==> config.mk <==
export PLATFORM = sky130hd
export DESIGN_NAME = rram_program_sequencer
export DESIGN_NICKNAME = d
export VERILOG_FILES = /design/src/rtl/rram_pkg.sv /design/src/rtl/rram_pulse_timer.sv /design/src/rtl/rram_program_sequencer.sv
export SDC_FILE = /design/constraint.sdc
export NUM_CORES = 1
export LEC_CHECK = 0
export ABC_AREA = 1
export CAP_MARGIN = 10
export CORE_MARGIN = 5
export CORE_UTILIZATION = 38
export DETAILED_ROUTE_END_ITERATION = 7
export PLACE_DENSITY = 0.82
export SYNTH_ARGS = -nofsm -noshare
export SYNTH_HDL_FRONTEND = slang
export SYNTH_SLANG_ARGS = --single-unit
==> constraint.sdc <==
create_clock -name CLK -period 2.3 [get_ports CLK]
set_clock_uncertainty 0.1 [all_clocks]
set_input_delay 0.575 -clock CLK [delete_from_list [all_inputs] [get_ports CLK]]
set_output_delay 0.575 -clock CLK [all_outputs]
set_load 0.02 [all_outputs]
==> src/rtl/rram_pkg.sv <==
// Shared definitions for the RRAM program sequencer: controller instruction codes,
// host request/state encodings, latched request record and opcode builders.
package rram_pkg;

  localparam int NUM_SL       = 512;
  localparam int DATAIN_WIDTH = 64;
  localparam int NUM_WORDS    = NUM_SL / DATAIN_WIDTH;
  localparam int INSTR_WIDTH  = 4;
  localparam int OPCODE_WIDTH = 18;
  localparam int IDX_W        = $clog2(NUM_WORDS);
  localparam int PULSE_W      = 8;

  localparam logic [INSTR_WIDTH-1:0] INSTR_NO_OP          = 4'd0;
  localparam logic [INSTR_WIDTH-1:0] INSTR_WRITE_WEIGHTS  = 4'd1;
  localparam logic [INSTR_WIDTH-1:0] INSTR_WRITE_COLSEL   = 4'd2;
  localparam logic [INSTR_WIDTH-1:0] INSTR_PROGRAM_DEVICE = 4'd3;
  localparam logic [INSTR_WIDTH-1:0] INSTR_RESET_REGS     = 4'd9;

  typedef enum logic [1:0] {
    OP_RSVD0       = 2'd0,
    OP_PROGRAM_ROW = 2'd1,
    OP_RESET_REGS  = 2'd2,
    OP_RSVD3       = 2'd3
  } req_op_e;

  typedef enum logic [2:0] {
    S_IDLE,
    S_LOAD_W,
    S_LOAD_CS,
    S_PULSE,
    S_GAP,
    S_RST_BEAT,
    S_DONE
  } state_e;

  // Request fields still needed after the accept cycle; op is consumed by the branch.
  typedef struct packed {
    logic [9:0]         row;
    logic [PULSE_W-1:0] pulse;
    logic               row_pol;
    logic               col_pol;
    logic               colsel_all;
  } req_fields_t;

  function automatic logic [OPCODE_WIDTH-1:0] program_opcode(
    input logic       row_pol,
    input logic       col_pol,
    input logic [9:0] row
  );
    return {6'b0, row_pol, col_pol, row};
  endfunction

  // Word index travels in OPCODE[8:6]; everything else stays zero.
  function automatic logic [OPCODE_WIDTH-1:0] index_opcode(input logic [IDX_W-1:0] idx);
    logic [OPCODE_WIDTH-1:0] opc;
    opc = '0;
    opc[6 +: IDX_W] = idx;
    return opc;
  endfunction

endpackage

==> src/rtl/rram_pulse_timer.sv <==
// Counts the held cycles of a PROGRAM_DEVICE pulse after its accepted first cycle.
// last marks the final held cycle; the count never wraps below zero.
module rram_pulse_timer
  import rram_pkg::*;
(
  input  logic               CLK,
  input  logic               RSTb,
  input  logic               load,
  input  logic [PULSE_W-1:0] load_val,
  output logic               active,
  output logic               last
);

  logic [PULSE_W-1:0] count_reg, count_next;
  logic               active_reg, active_next;

  always_ff @(posedge CLK or negedge RSTb) begin
    if (!RSTb) begin
      count_reg  <= '0;
      active_reg <= 1'b0;
    end else begin
      count_reg  <= count_next;
      active_reg <= active_next;
    end
  end

  always_comb begin
    count_next  = count_reg;
    active_next = active_reg;
    if (load) begin
      count_next  = load_val;
      active_next = (load_val != '0);
    end else if (active_reg && (count_reg != '0)) begin
      count_next = count_reg - 1'b1;
      if (count_reg == PULSE_W'(1)) active_next = 1'b0;
    end
  end

  assign active = active_reg;
  assign last   = active_reg && (count_reg == PULSE_W'(1));

endmodule

==> src/rtl/rram_program_sequencer.sv <==
// Expands one host request into the crossbar controller instruction stream:
// weight beats, optional column-select beats, a timed program pulse, a gap and a done token.
module rram_program_sequencer
  import rram_pkg::*;
(
  input  logic                    CLK,
  input  logic                    RSTb,
  input  logic                    req_valid,
  output logic                    req_ready,
  input  logic [1:0]              req_op,
  input  logic [9:0]              req_row,
  input  logic [PULSE_W-1:0]      req_pulse,
  input  logic                    req_row_pol,
  input  logic                    req_col_pol,
  input  logic                    req_colsel_all,
  input  logic                    wdata_valid,
  output logic                    wdata_ready,
  input  logic [DATAIN_WIDTH-1:0] wdata,
  output logic [INSTR_WIDTH-1:0]  INSTR,
  output logic [OPCODE_WIDTH-1:0] OPCODE,
  output logic [DATAIN_WIDTH-1:0] DATAIN,
  output logic                    valid_o,
  input  logic                    ready_i,
  output logic                    done_valid,
  input  logic                    done_ready,
  output logic                    done_err,
  output logic                    busy
);

  localparam logic [IDX_W-1:0] LAST_IDX = IDX_W'(NUM_WORDS - 1);

  state_e             state_reg, state_next;
  logic [IDX_W-1:0]   idx_reg, idx_next;
  req_fields_t        req_reg, req_next;
  logic               err_reg, err_next;
  logic               idle_ready;
  logic               timer_load;
  logic [PULSE_W-1:0] timer_val;
  logic               timer_active;
  logic               timer_last;

  rram_pulse_timer u_pulse_timer (
    .CLK      (CLK),
    .RSTb     (RSTb),
    .load     (timer_load),
    .load_val (timer_val),
    .active   (timer_active),
    .last     (timer_last)
  );

  always_ff @(posedge CLK or negedge RSTb) begin
    if (!RSTb) begin
      state_reg <= S_IDLE;
      idx_reg   <= '0;
      req_reg   <= '0;
      err_reg   <= 1'b0;
    end else begin
      state_reg <= state_next;
      idx_reg   <= idx_next;
      req_reg   <= req_next;
      err_reg   <= err_next;
    end
  end

  always_comb begin
    state_next  = state_reg;
    idx_next    = idx_reg;
    req_next    = req_reg;
    err_next    = err_reg;
    timer_load  = 1'b0;
    timer_val   = '0;
    idle_ready  = 1'b0;
    wdata_ready = 1'b0;
    INSTR       = INSTR_NO_OP;
    OPCODE      = '0;
    DATAIN      = '0;
    valid_o     = 1'b0;
    done_valid  = 1'b0;
    done_err    = 1'b0;

    case (state_reg)
      S_IDLE: begin
        idle_ready = 1'b1;
        if (req_valid) begin
          req_next.row        = req_row;
          req_next.pulse      = req_pulse;
          req_next.row_pol    = req_row_pol;
          req_next.col_pol    = req_col_pol;
          req_next.colsel_all = req_colsel_all;
          idx_next            = '0;
          err_next            = 1'b0;
          case (req_op_e'(req_op))
            OP_PROGRAM_ROW: begin
              if (req_pulse != '0) begin
                state_next = S_LOAD_W;
              end else begin
                state_next = S_DONE;
                err_next   = 1'b1;
              end
            end
            OP_RESET_REGS: state_next = S_RST_BEAT;
            default: begin
              state_next = S_DONE;
              err_next   = 1'b1;
            end
          endcase
        end
      end

      // Weight words pass straight through; a host stall simply drops valid_o.
      S_LOAD_W: begin
        valid_o     = wdata_valid;
        INSTR       = wdata_valid ? INSTR_WRITE_WEIGHTS : INSTR_NO_OP;
        DATAIN      = wdata;
        OPCODE      = index_opcode(idx_reg);
        wdata_ready = ready_i;
        if (wdata_valid && ready_i) begin
          if (idx_reg == LAST_IDX) begin
            idx_next   = '0;
            state_next = req_reg.colsel_all ? S_LOAD_CS : S_PULSE;
          end else begin
            idx_next = idx_reg + 1'b1;
          end
        end
      end

      S_LOAD_CS: begin
        valid_o = 1'b1;
        INSTR   = INSTR_WRITE_COLSEL;
        OPCODE  = index_opcode(idx_reg);
        if (ready_i) begin
          if (idx_reg == LAST_IDX) begin
            idx_next   = '0;
            state_next = S_PULSE;
          end else begin
            idx_next = idx_reg + 1'b1;
          end
        end
      end

      // The accepted cycle is pulse cycle 1; the timer covers the remaining pulse-1.
      S_PULSE: begin
        valid_o = 1'b1;
        INSTR   = INSTR_PROGRAM_DEVICE;
        OPCODE  = program_opcode(req_reg.row_pol, req_reg.col_pol, req_reg.row);
        if (!timer_active) begin
          if (ready_i) begin
            timer_load = 1'b1;
            timer_val  = req_reg.pulse - 1'b1;
            if (req_reg.pulse == PULSE_W'(1)) state_next = S_GAP;
          end
        end else if (timer_last) begin
          state_next = S_GAP;
        end
      end

      S_GAP: begin
        state_next = S_DONE;
        err_next   = 1'b0;
      end

      S_RST_BEAT: begin
        valid_o = 1'b1;
        INSTR   = INSTR_RESET_REGS;
        if (ready_i) begin
          state_next = S_DONE;
          err_next   = 1'b0;
        end
      end

      S_DONE: begin
        done_valid = 1'b1;
        done_err   = err_reg;
        if (done_ready) state_next = S_IDLE;
      end

      default: state_next = S_IDLE;
    endcase
  end

  // Hold off requests while reset is asserted even though the state reads IDLE.
  assign req_ready = idle_ready && RSTb;
  assign busy      = (state_reg != S_IDLE);

endmodule

======== After elaboration in Yosys (flattened, before gate mapping) ========
Cells that the tools add are included.
storage, ports and cells
  flip-flop bits (word level) ............. 37
  output and inout bits ................... 92
  logic and storage cells ................. 99
cells by class
  add/sub/neg operators ................... 3
  eq/ne operators ......................... 21
  multiplexer cells ....................... 45
  reduce and logical (&&, ||, !) cells .... 20
operator list
  cell                                                                     number
  64-bit two-way mux                                                       1
  3-bit two-way mux                                                        16
  8-bit two-way mux                                                        5
  12-bit one-hot mux with 2 select lines                                   1
  8-bit nonzero test                                                       3
  3-bit one-hot mux with 7 select lines                                    1
  8-bit by 1-bit == test with 1-bit output, second input constant          2
  4-bit one-hot mux with 4 select lines                                    1
  8-bit by 1-bit subtractor with 8-bit output, second input constant       2
  1-bit two-way mux                                                        15
  2-bit inequality test, second input constant                             7
  3-bit == test, second input constant                                     4
  10-bit AND reduction                                                     1
  3-bit one-hot mux with 3 select lines                                    1
  3-bit nonzero test                                                       3
  3-bit by 2-bit == test with 1-bit output, second input constant          2
  3-bit by 2-bit inequality test with 1-bit output, second input constant  2
  3-bit one-hot mux with 2 select lines                                    1
  1-bit logical AND                                                        4
  1-bit one-hot mux with 2 select lines                                    2
  2-bit AND reduction                                                      2
  4-bit AND reduction                                                      1
  2-bit nonzero test                                                       2
  3-bit by 1-bit adder with 3-bit output, second input constant            1
  9 further kinds                                                          9

======== Longest topological paths before layout ========
  depth in word-level cells ............... 6
  depth in mapped cells ................... 11
  gate-level depth less buffers ........... 10

======== Cells and area by module ========
Synthesis repeated with hierarchy kept, for this count alone.
unflattened totals
  cells, all modules ...................... 481
  area, all modules ....................... 3030.4 um^2
by module, submodules not included
  module                  instances  cells each  area an instance (um^2)  sequential area each (um^2)
  rram_program_sequencer  1          378         2346.0                   700.7
  rram_pulse_timer        1          103         684.4                    225.2

======== Worst setup path before layout ========
Ideal clock, no wire load.
  path type ............................... reg-to-output
  start ................................... reg state_reg[0]
  end ..................................... out OPCODE[6]
  arrival ................................. 1359 ps
  slack ................................... 266 ps
  cell stages (with the launch flop) ...... 7
  buffers on the path ..................... 1
  cells stage by stage .................... dfrtp_1 > buf_4 > nor2_4 > nand2_1 > nand2_2 > inv_1 > o21ai_0
between the ends
  cells in the longest elaborated chain, start to end .. 3
RTL lines
  what                                                                                                         line                          RTL
  from (decl)                                                                                                  rram_program_sequencer.sv:32  state_e state_reg, state_next;
  from (signal assigned)                                                                                       rram_program_sequencer.sv:58  state_reg <= state_next;
  3-bit by 2-bit == test with 1-bit output / 3-bit by 1-bit == test with 1-bit output (equally long branches)  rram_program_sequencer.sv:81  case (state_reg)
  2-bit OR reduction (no source line)                                                                          --
  12-bit one-hot mux with 2 select lines *                                                                     rram_program_sequencer.sv:81
  to (decl)                                                                                                    rram_program_sequencer.sv:20  output logic [OPCODE_WIDTH-1:0] OPCODE,
Mark *: on every way between the ends. The rest lies on a longest branch, timed or not.

======== Final worst setup path ========
  start ................................... reg state_reg[2]
  end ..................................... out DATAIN[42]
between the ends
  cells in the longest elaborated chain, start to end .. 2
RTL lines
  what                                      line                          RTL
  3-bit by 1-bit == test with 1-bit output  rram_program_sequencer.sv:81
  64-bit two-way mux                        rram_program_sequencer.sv:81
  to (decl)                                 rram_program_sequencer.sv:21  output logic [DATAIN_WIDTH-1:0] DATAIN,
No other way between the ends.

==> flow_summary.ini <==
[critical_path]
critical-path-slowest-cell = dfrtp_2
cp-end-kind = output pin
reg2reg_to = u_pulse_timer.active
worstPathArrival_ps = 1560
cp-start-kind = register
cp_max_fo = 32
worstSetupPathType = reg -> out
worst_path_largest_cell_delay_ps = 440
crit_end = DATAIN[42]
worstSetupStartpoint = state_reg[2]
rr_worst_depth = 11
path_cells = nor2_4 > nand2_4 > bufbuf_16 > nor2_1 > buf_2
cp_data_required_time_ps = 1620
rrSetupSlack_ps = 420
timing.rr.start = state_reg[0]

[placed_design]
io_buffers = 177
dpl_worst_slack_ps = -314
gp_congestion = 0.847
dp_hpwl_mm = 8.66

[logic_synthesis]
yosysSeqAreaShare_pct = 30.3
yosys.area.top_type = dfrtp_1
yosysWarnings = 0
netlist_instances = 486
yosysUniqueCellTypes = 34
synth_edf_count = 0
synth.top_cell.area_share_pct = 30.3
synthesis.area_um2 = 3060
synth_area_leaders = dfrtp_1, nor2_1, inv_1, nand2_1, nand3_1
dominantRegCellSynth = dfrtp_1
synth_seq_cells = 37
syn_avg_cell_area_um2 = 6.29
synthArstFlopShare_pct = 100

[grt]
grt_max_degree = 38
grt-ovfl-total = 0
grt_pass1_vias = 3442
grtUsageTotal_pct = 20.8
antenna_found_initial = 0
grt_first_pass_wirelength_mm = 16.7

[routing]
first_pass_iters = 4
ant_nets = 0
post_drt_wl_per_cell_um = 13.7
via_count = 3557
detail_route.vias_per_cell = 4.55
postRouteWirelength_mm = 10.7
drtIter0Drc = 133
drc_errors = 0

[cts]
clk_latency_ps = 290
cts_buffer_depth = 2
clk_pin_slew_ps = 70
tritoncts = built
clockRootBuffer = clkbuf_8
cts-buffers-inserted = 5
htree_levels = 2
cts_sinks = 37

[final_layout]
layout-drive-gt1-share_pct = 21.5
multi_input_area_um2 = 1540
seq_area_um2 = 928
nNetsFinal = 781
n_fill_cell = 701
largest_reg_flops = 21
diodes = 0
area_growth_pct = 60.0

[sta]
slew_headroom_pct = 64.7
worst_pin_slew_ps = 525
finalWorstSetupSlack_ps = 65.4
whs_ps = 418
fin_crit_sh_pct = 97.2
hold_viol = 0
fmax_ghz = 0.448
finalCriticalPeriod_ps = 2230
setup-violations-final = 0
rsz0062_at_grt = yes
finalMaxSlewViolations = 0

[floorplan]
coreArea_um2 = 7770
initial_core_util_pct = 39.4
io_pins = 185
rows = 32
die_w_um = 99.7
die-area_um2 = 9940
fp.dieH_um = 99.7

[run_status]
status = completed

[run]
cap_violations = 0

[power_and_ir_drop]
ir_worst_vdd_mv = 0.630
power_leakage_nw = 2.84
power_density_nw_per_um2 = 996

[worst_hold_path]
hold_path.class = reg -> reg
-- cell usage after synthesis (2+ instances only) --
cell type,n
nand3_1,24
nor3_1,3
o21ai_0,16
nor2_2,4
inv_1,115
buf_2,2
nor2_1,126
inv_2,5
o21ai_1,9
buf_4,10
mux2_4,5
dfrtp_1,37
a21oi_1,15
ha_1,8
a21oi_2,3
a22o_1,2
nand2_1,74
nand2_2,4
buf_6,9
-- cell usage in the layout, fill, tap and decap left out, types with 2 or more instances in the layout --
cell type        count
nor2_1             120
inv_1              114
clkdlybuf4s50_1     92
nand2_1             74
buf_4               39
dfrtp_1             35
buf_2               27
nand3_1             24
clkbuf_2            21
o21ai_0             15
a21oi_1             15
clkdlybuf4s15_2     13
o21ai_1             10
nor2_2               8
ha_1                 8
conb_1               7
inv_2                6
clkbuf_8             6
mux2_4               5
clkdlybuf4s15_1      4
dlygate4sd2_1        4
nor2_4               3
nand2_2              3
nor3_1               3
a21oi_2              3
nand2_4              2
a22o_1               2
buf_12               2
dfrtp_2              2
-- cell type report --
cell class                 count  share of cell area, %
clock buffer                   7                   1.77
inverter                     120                   9.21
multi-input combinational    312                   31.5
sequential                    37                   19.0
tap                          102                   2.61
timing repair buffer         204                   36.0
-- where the power goes --
group | internal [mW] | total (mW) | switching (mW)
combinational | 1.32 | 3.24 | 1.91
clock | 0.238 | 0.462 | 0.224
sequential | 0.964 | 1.17 | 0.208
-- worst min-delay path by stage --
stage	start	end	slack [ps]	cells after the start
CTS	req_reg[0]	req_reg[0]	420	1
finish	req_reg[1]	req_reg[1]	420	2
detailed placement	req_reg[0]	req_reg[0]	400	1
global route	req_reg[0]	req_reg[0]	420	1
global placement	req_reg[12]	req_reg[12]	390	2
floorplan	RSTb	err_reg	180	0
-- timing repair --
| item | CTS | global route |
|---|---|---|
| setup buffers | 2 | 2 |
| resized for setup | 248 | 59 |
| hold buffers | 0 | 0 |
| endpoints found under the setup margin | 83 | 43 |
| pin swaps | 0 | 1 |
| gates cloned | 1 | 0 |
-- metrics by stage --
stage          setup TNS [ps]  util, %  area, µm²  instances  power (mW)
2_1_floorplan               0        -       3080        492        3.23
4_1_cts                     0     63.8       4950        780        4.86
5_1_grt                 -6.43     63.0       4890        782        5.29
3_3_place_gp            -9760     64.0       4970        770        4.35
3_5_place_dp           -10580     64.0       4970        770        4.47
6_report                    0     63.0       4890        782        4.87
-- routing by layer --
metal	vias to the layer above	GRT usage [%]	wire length [µm]
li1	1801	-	-
met3	6	4.77	828
met2	146	39.5	5580
met4	0	4.10	62
met5	-	0	0
met1	1604	23.6	4220
-- critical path: cells and delay by family (launching register included) --
| family | cells | cell delay (ps) |
|---|---|---|
| and+or+nand+nor | 3 | 330 |
| DFF | 1 | 440 |
| buffers and inverters | 2 | 490 |
-- kinds of logic after synthesis --
kind of cell | share of synthesized area, %
other cells | 0.123
xor+xnor | 0.573
simple gates | 33.0
mux | 2.46
compound gates | 9.17
buf+inv | 21.1
flops | 30.3
fa+ha+maj | 3.27
(Power assumes the default switching activity.)
